==> config.mk <==
export PLATFORM = sky130hd
export DESIGN_NAME = hilo_muldiv_unit_flat
export DESIGN_NICKNAME = d
export VERILOG_FILES = /design/src/rtl/hilo_muldiv_unit_if.sv /design/src/rtl/hilo_muldiv_unit.sv /design/src/flat_wrapper.sv
export SDC_FILE = /design/constraint.sdc
export NUM_CORES = 1
export LEC_CHECK = 0
export CAP_MARGIN = 10
export CORE_MARGIN = 2
export CORE_UTILIZATION = 40
export DETAILED_ROUTE_END_ITERATION = 8
export PLACE_DENSITY_LB_ADDON = 0.3
export SETUP_SLACK_MARGIN = 0.02
export SLEW_MARGIN = 0
export SYNTH_ARGS = -nofsm -noshare
export SYNTH_HDL_FRONTEND = slang
export SYNTH_SLANG_ARGS = --single-unit
export TNS_END_PERCENT = 20
==> constraint.sdc <==
create_clock -name clk -period 4.4 [get_ports clk]
set_input_delay 0.88 -clock clk [delete_from_list [all_inputs] [get_ports clk]]
set_output_delay 0.88 -clock clk [all_outputs]
set_load 0.1 [all_outputs]
==> src/rtl/hilo_muldiv_unit_if.sv <==
// hilo_muldiv_unit_if: request/result bundle between datapath control and the Hi/Lo mul/div unit
// master: drives start/op/a/b and the mt_hi/mt_lo/mt_data writes; slave: returns busy/done/div_by_zero/hi/lo
interface hilo_muldiv_unit_if #(parameter int WIDTH = 32);
  logic             start;
  logic [1:0]       op;
  logic [WIDTH-1:0] a;
  logic [WIDTH-1:0] b;
  logic             mt_hi;
  logic             mt_lo;
  logic [WIDTH-1:0] mt_data;
  logic             busy;
  logic             done;
  logic             div_by_zero;
  logic [WIDTH-1:0] hi;
  logic [WIDTH-1:0] lo;
  modport master(output start, op, a, b, mt_hi, mt_lo, mt_data, input busy, done, div_by_zero, hi, lo);
  modport slave(input start, op, a, b, mt_hi, mt_lo, mt_data, output busy, done, div_by_zero, hi, lo);
endinterface

==> src/rtl/hilo_muldiv_unit.sv <==
// hilo_muldiv_unit: iterative MULT/MULTU/DIV/DIVU (one bit per clock) owning the Hi/Lo registers
// clk, rst_n (async active-low); bus: start/op/a/b request, mt_hi/mt_lo/mt_data writes,
// busy/done/div_by_zero status and hi/lo results
module hilo_muldiv_unit #(
  parameter int WIDTH         = 32,
  parameter bit ZERO_DIV_FAST = 1'b1
) (
  input  logic clk,
  input  logic rst_n,
  hilo_muldiv_unit_if.slave bus
);
  localparam int CW = $clog2(WIDTH + 1);
  typedef enum logic [1:0] {IDLE, RUN, FIX} state_t;
  state_t             state;
  logic [2*WIDTH-1:0] acc;
  logic [WIDTH-1:0]   dv, hi_r, lo_r;
  logic [CW-1:0]      cnt;
  logic               sa, sb, sgn, is_div, busy_r, done_r, dbz_r;
  logic               a_neg, b_neg, ge, neg_q, neg_r, dz;
  logic [WIDTH-1:0]   a_mag, b_mag, diff, quo, rem;
  logic [WIDTH:0]     madd, rem_sh;
  logic [2*WIDTH-1:0] mstep, dstep, prod;
  assign a_neg  = ~bus.op[0] & bus.a[WIDTH-1];
  assign b_neg  = ~bus.op[0] & bus.b[WIDTH-1];
  assign a_mag  = a_neg ? -bus.a : bus.a;
  assign b_mag  = b_neg ? -bus.b : bus.b;
  // multiply: low half holds the remaining multiplier bits, product grows in from the top
  assign madd   = {1'b0, acc[2*WIDTH-1:WIDTH]} + (acc[0] ? {1'b0, dv} : '0);
  assign mstep  = {madd, acc[WIDTH-1:1]};
  // divide: partial remainder shifted left by one; the difference always fits WIDTH bits when ge
  assign rem_sh = acc[2*WIDTH-1:WIDTH-1];
  assign ge     = rem_sh >= {1'b0, dv};
  assign diff   = rem_sh[WIDTH-1:0] - dv;
  assign dstep  = ge ? {diff, acc[WIDTH-2:0], 1'b1} : {acc[2*WIDTH-2:0], 1'b0};
  // -2^(W-1)/-1 lands on 2^(W-1) unnegated, which is the required wrap
  assign neg_q  = sgn & (sa ^ sb);
  assign neg_r  = sgn & sa;
  assign prod   = neg_q ? -acc : acc;
  assign quo    = neg_q ? -acc[WIDTH-1:0] : acc[WIDTH-1:0];
  assign rem    = neg_r ? -acc[2*WIDTH-1:WIDTH] : acc[2*WIDTH-1:WIDTH];
  assign dz     = is_div & (dv == '0);
  always_ff @(posedge clk or negedge rst_n) begin
    if (!rst_n) begin
      state  <= IDLE;
      acc    <= '0;
      dv     <= '0;
      cnt    <= '0;
      sa     <= 1'b0;
      sb     <= 1'b0;
      sgn    <= 1'b0;
      is_div <= 1'b0;
      busy_r <= 1'b0;
      done_r <= 1'b0;
      dbz_r  <= 1'b0;
      hi_r   <= '0;
      lo_r   <= '0;
    end else begin
      done_r <= 1'b0;
      case (state)
        IDLE: begin
          if (bus.mt_hi) hi_r <= bus.mt_data;
          if (bus.mt_lo) lo_r <= bus.mt_data;
          if (bus.start) begin
            acc    <= {{WIDTH{1'b0}}, a_mag};
            dv     <= b_mag;
            sa     <= a_neg;
            sb     <= b_neg;
            sgn    <= ~bus.op[0];
            is_div <= bus.op[1];
            cnt    <= CW'(WIDTH);
            dbz_r  <= 1'b0;
            busy_r <= 1'b1;
            state  <= (ZERO_DIV_FAST && bus.op[1] && bus.b == '0) ? FIX : RUN;
          end
        end
        RUN: begin
          acc <= is_div ? dstep : mstep;
          cnt <= cnt - CW'(1);
          if (cnt == CW'(1)) state <= FIX;
        end
        FIX: begin
          if (dz) dbz_r <= 1'b1;
          else if (is_div) begin
            hi_r <= rem;
            lo_r <= quo;
          end else {hi_r, lo_r} <= prod;
          done_r <= 1'b1;
          busy_r <= 1'b0;
          state  <= IDLE;
        end
        default: state <= IDLE;
      endcase
    end
  end
  assign bus.busy        = busy_r;
  assign bus.done        = done_r;
  assign bus.div_by_zero = dbz_r;
  assign bus.hi          = hi_r;
  assign bus.lo          = lo_r;
endmodule

==> src/flat_wrapper.sv <==
// flat-port wrapper written by rule: the top's interface ports become plain ports
module hilo_muldiv_unit_flat 
#(
  parameter int WIDTH         = 32,
  parameter bit ZERO_DIV_FAST = 1'b1
)
  (clk, rst_n, bus_start, bus_op, bus_a, bus_b, bus_mt_hi, bus_mt_lo, bus_mt_data, bus_busy, bus_done, bus_div_by_zero, bus_hi, bus_lo);
  hilo_muldiv_unit_if #(.WIDTH(WIDTH)) bus_i ();
  input  logic clk;
  input  logic rst_n;
  input wire logic [$bits(bus_i.start)-1:0] bus_start;
  input wire logic [$bits(bus_i.op)-1:0] bus_op;
  input wire logic [$bits(bus_i.a)-1:0] bus_a;
  input wire logic [$bits(bus_i.b)-1:0] bus_b;
  input wire logic [$bits(bus_i.mt_hi)-1:0] bus_mt_hi;
  input wire logic [$bits(bus_i.mt_lo)-1:0] bus_mt_lo;
  input wire logic [$bits(bus_i.mt_data)-1:0] bus_mt_data;
  output wire logic [$bits(bus_i.busy)-1:0] bus_busy;
  output wire logic [$bits(bus_i.done)-1:0] bus_done;
  output wire logic [$bits(bus_i.div_by_zero)-1:0] bus_div_by_zero;
  output wire logic [$bits(bus_i.hi)-1:0] bus_hi;
  output wire logic [$bits(bus_i.lo)-1:0] bus_lo;
  assign bus_i.start = bus_start;
  assign bus_i.op = bus_op;
  assign bus_i.a = bus_a;
  assign bus_i.b = bus_b;
  assign bus_i.mt_hi = bus_mt_hi;
  assign bus_i.mt_lo = bus_mt_lo;
  assign bus_i.mt_data = bus_mt_data;
  assign bus_busy = bus_i.busy;
  assign bus_done = bus_i.done;
  assign bus_div_by_zero = bus_i.div_by_zero;
  assign bus_hi = bus_i.hi;
  assign bus_lo = bus_i.lo;
  hilo_muldiv_unit #(.WIDTH(WIDTH), .ZERO_DIV_FAST(ZERO_DIV_FAST)) u_core (.clk(clk), .rst_n(rst_n), .bus(bus_i));
endmodule
==> impl_metrics.json <==
{
  "status": "completed",
  "timing_worst_slew_pin_value_ps": 1110,
  "post_synth_inst_count": 1813,
  "clock.fmax_mhz": 265,
  "report.final.setup_viol": 0,
  "crit-reg2reg-launch": "u_core.acc[0]",
  "drive_gt1_share_pct": 6.36,
  "post-dp-hpwl_um": 38200,
  "area_growth_pct": 19.3,
  "post_cts_resize_count": 0,
  "clock_tree.htree_level_count": 4,
  "min_period_over_period_pct": 85.7,
  "crit_path_max_fanout": 11,
  "gr_usage_total_pct": 25.4,
  "drv_slew": 0,
  "critPathMaxStageDelay_ps": 380,
  "viasPerCell": 5.93,
  "clock_skew_ps": 13.9,
  "drc": 0,
  "synthFlopType": "dfrtp_1",
  "endpoint_kind": "flip-flop",
  "n_fill_cell": 3554,
  "die_area_mm2": 0.0380,
  "timing.critical_path.max_delay_family": "compound AO/OA/AOI/OAI gates",
  "firstDrtPassIters": 5,
  "syn_avg_cell_area_um2": 8.04,
  "grt_antenna_before_repair": 2,
  "cts.sinks": 175,
  "die_y_um": 195,
  "placement.io_buffers": 169,
  "start_util_pct": 40.8,
  "critPathSlowestCell": "dfrtp_1",
  "num_io_pins": 170,
  "die_w_um": 195,
  "period_needed_ps": 3770,
  "post-route-worst-setup-slack_ps": 631,
  "synth_top_cells_by_area": "dfrtp_1, o21ai_0, ha_1, nand2_1, xnor2_1",
  "rsz0062_at_grt": "false",
  "nets_in_the_synthesized_netlist": 1988,
  "synth_top_cells_by_count": "nand2_1, o21ai_0, dfrtp_1, nor2_1, a21oi_1",
  "synth.ff_latch_count": 175,
  "global_route.overflow_total": 0,
  "post_cts.repair.setup_buffers": 0,
  "yosysWarnings": 0,
  "synth_enable_flop_cells": 0,
  "remaining_number_of_nets_flagged_by_the_antenna_check_after_routing": 0,
  "asyncSetResetFlopFracSynth_pct": 100,
  "finalSetupTns_ps": 0,
  "routed_wl_um": 49000,
  "synth.lib_cells_used.distinct": 80,
  "largest_net_degree_at_the_start_of_global_routing": 86,
  "clk_transition_reported_paths_ps": 70,
  "post-synth-top-area-fraction_pct": 30.1,
  "post_cts_hold_buffer_count": 0,
  "worstSetupPathType": "flip-flop to flip-flop",
  "fp-row-count": 69,
  "clock_tree.buffer_depth": 2,
  "globalplace.congestion": 0.913,
  "arrival_ps": 4160,
  "post-synth-top-count-cell": "nand2_1",
  "critPathRequiredTime_ps": 4800,
  "worst_slew_margin_rel_pct": 26.2,
  "yosys.area.top_type": "dfrtp_1",
  "place_worst_setup_slack_ps": 682,
  "grt_pass1_wl_um": 76100,
  "worst-r2r-cell-count": 13,
  "clock-root-buffer": "clkbuf_16",
  "synth.yosys.seq_area_share_pct": 30.1,
  "syn-cell-area_mm2": 0.0146,
  "core_mm2": 0.0357,
  "timing.critical_path.from_type": "flip-flop",
  "path_cells": "inv_1 > buf_4 > nor2_1 > ha_1 > and3_1 > nand3_1 > a211o_1 > a21oi_1 > a211o_1 > a21boi_0 > o31a_1 > o41ai_1 > a32o_1",
  "worstReg2RegEnd": "u_core.acc[63]",
  "critical-path-top-cell-by-count": "a211o_1",
  "clk_latency_ps": 460,
  "path_buf_inv": 2,
  "worstHoldPathType": "primary input to asynchronous set/reset pin",
  "timing_hold_violations_final": 0,
  "drt-initial-drc-count": 1255,
  "drt-wirelength-per-cell_um": 20.3,
  "cts_buffers": 17,
  "design.final.nets": 2111,
  "setup.reg_to_reg.worst_slack_ps": 630,
  "cap_violations": 0,
  "vias_in_the_first_global_route": 13464,
  "number_of_vias_in_the_routed_layout": 14313,
  "tritoncts": "yes"
}
## how the worst max path moves through the flow
| stage | start | to | depth (start not counted) |
|---|---|---|---|
| after floorplan | u_core.acc[0] | u_core.acc[56] | 12 |
| after global placement | bus_a[11] | u_core.acc[28] | 10 |
| after detailed placement | bus_b[2] | u_core.dv[27] | 9 |
| after CTS | u_core.acc[0] | u_core.acc[63] | 13 |
| after global routing | u_core.acc[0] | u_core.acc[63] | 13 |
| final | u_core.acc[0] | u_core.acc[63] | 13 |
## metal layers
layer / wire (um) / vias up / GRT usage [%]
met5: 0 / - / 0
met4: 1210 / 0 / 7.86
met3: 2820 / 68 / 3.30
met2: 22100 / 501 / 40.0
met1: 22800 / 6936 / 36.2
li1: - / 6808 / -
## registers in the layout, indices dropped and copies added (netlist names)
signal                  flops
u_core.acc                 64
u_core.bus.busy             1
u_core.bus.div_by_zero      1
u_core.bus.done             1
u_core.bus.hi              32
u_core.bus.lo              32
u_core.cnt                  6
u_core.dv                  32
u_core.is_div               1
u_core.sa                   1
u_core.sb                   1
u_core.sgn                  1
u_core.state                2
## cells by family (layout without fill, tap and decap cells)
family / count (synthesis) / after routing / synth area share, %
other: 0 / 2 / 0
adders and majority gates: 72 / 72 / 6.28
DFF: 175 / 175 / 30.1
buffers and inverters: 168 / 304 / 4.45
muxes: 63 / 63 / 4.36
AOI/OAI and AO/OA: 571 / 571 / 24.8
and+or+nand+nor: 596 / 596 / 20.0
xor gates and xnor gates: 168 / 168 / 10.1
## stage by stage
stage	hold WS, ps	util [%]	instance area, um^2	std cells
2_1_floorplan	446	-	14600	1813
3_3_place_gp	460	47.0	16800	2378
3_5_place_dp	469	47.0	16800	2378
4_1_cts	346	48.6	17400	2410
5_1_grt	361	48.6	17400	2412
6_report	341	48.6	17400	2412
## layout make-up
type | instances | area, um^2 | share of cell area, %
clock buffers | 18 | 439 | 2.53
repair buffers | 210 | 2010 | 11.6
flip-flops and latches | 175 | 4380 | 25.2
well taps | 461 | 577 | 3.32
diodes | 2 | 5.00 | 0.0288
clock inverters | 14 | 153 | 0.878
inverters | 62 | 233 | 1.34
multi-input cells | 1470 | 9590 | 55.1
## worst register-to-register path: stages (launching register included)
cell	delay (ps)
dfrtp_1	380
inv_1	360
buf_4	280
nor2_1	90
ha_1	360
and3_1	220
nand3_1	100
a211o_1	270
a21oi_1	240
a211o_1	310
a21boi_0	210
o31a_1	330
o41ai_1	360
a32o_1	210
## placed cells by master (no fill, tap or decap), types with 40 or more instances in the layout
cell type	count
a21oi_1	122
buf_4	40
o21ai_0	186
nand2_1	209
dfrtp_1	174
clkdlybuf4s50_1	168
mux2i_1	59
xnor2_1	87
nor2_1	157
xor2_1	81
ha_1	70
o31ai_1	43
inv_1	61
Power is not shown: default switching activity piles up to over one toggle a cycle in this logic, so the estimate is an artifact.
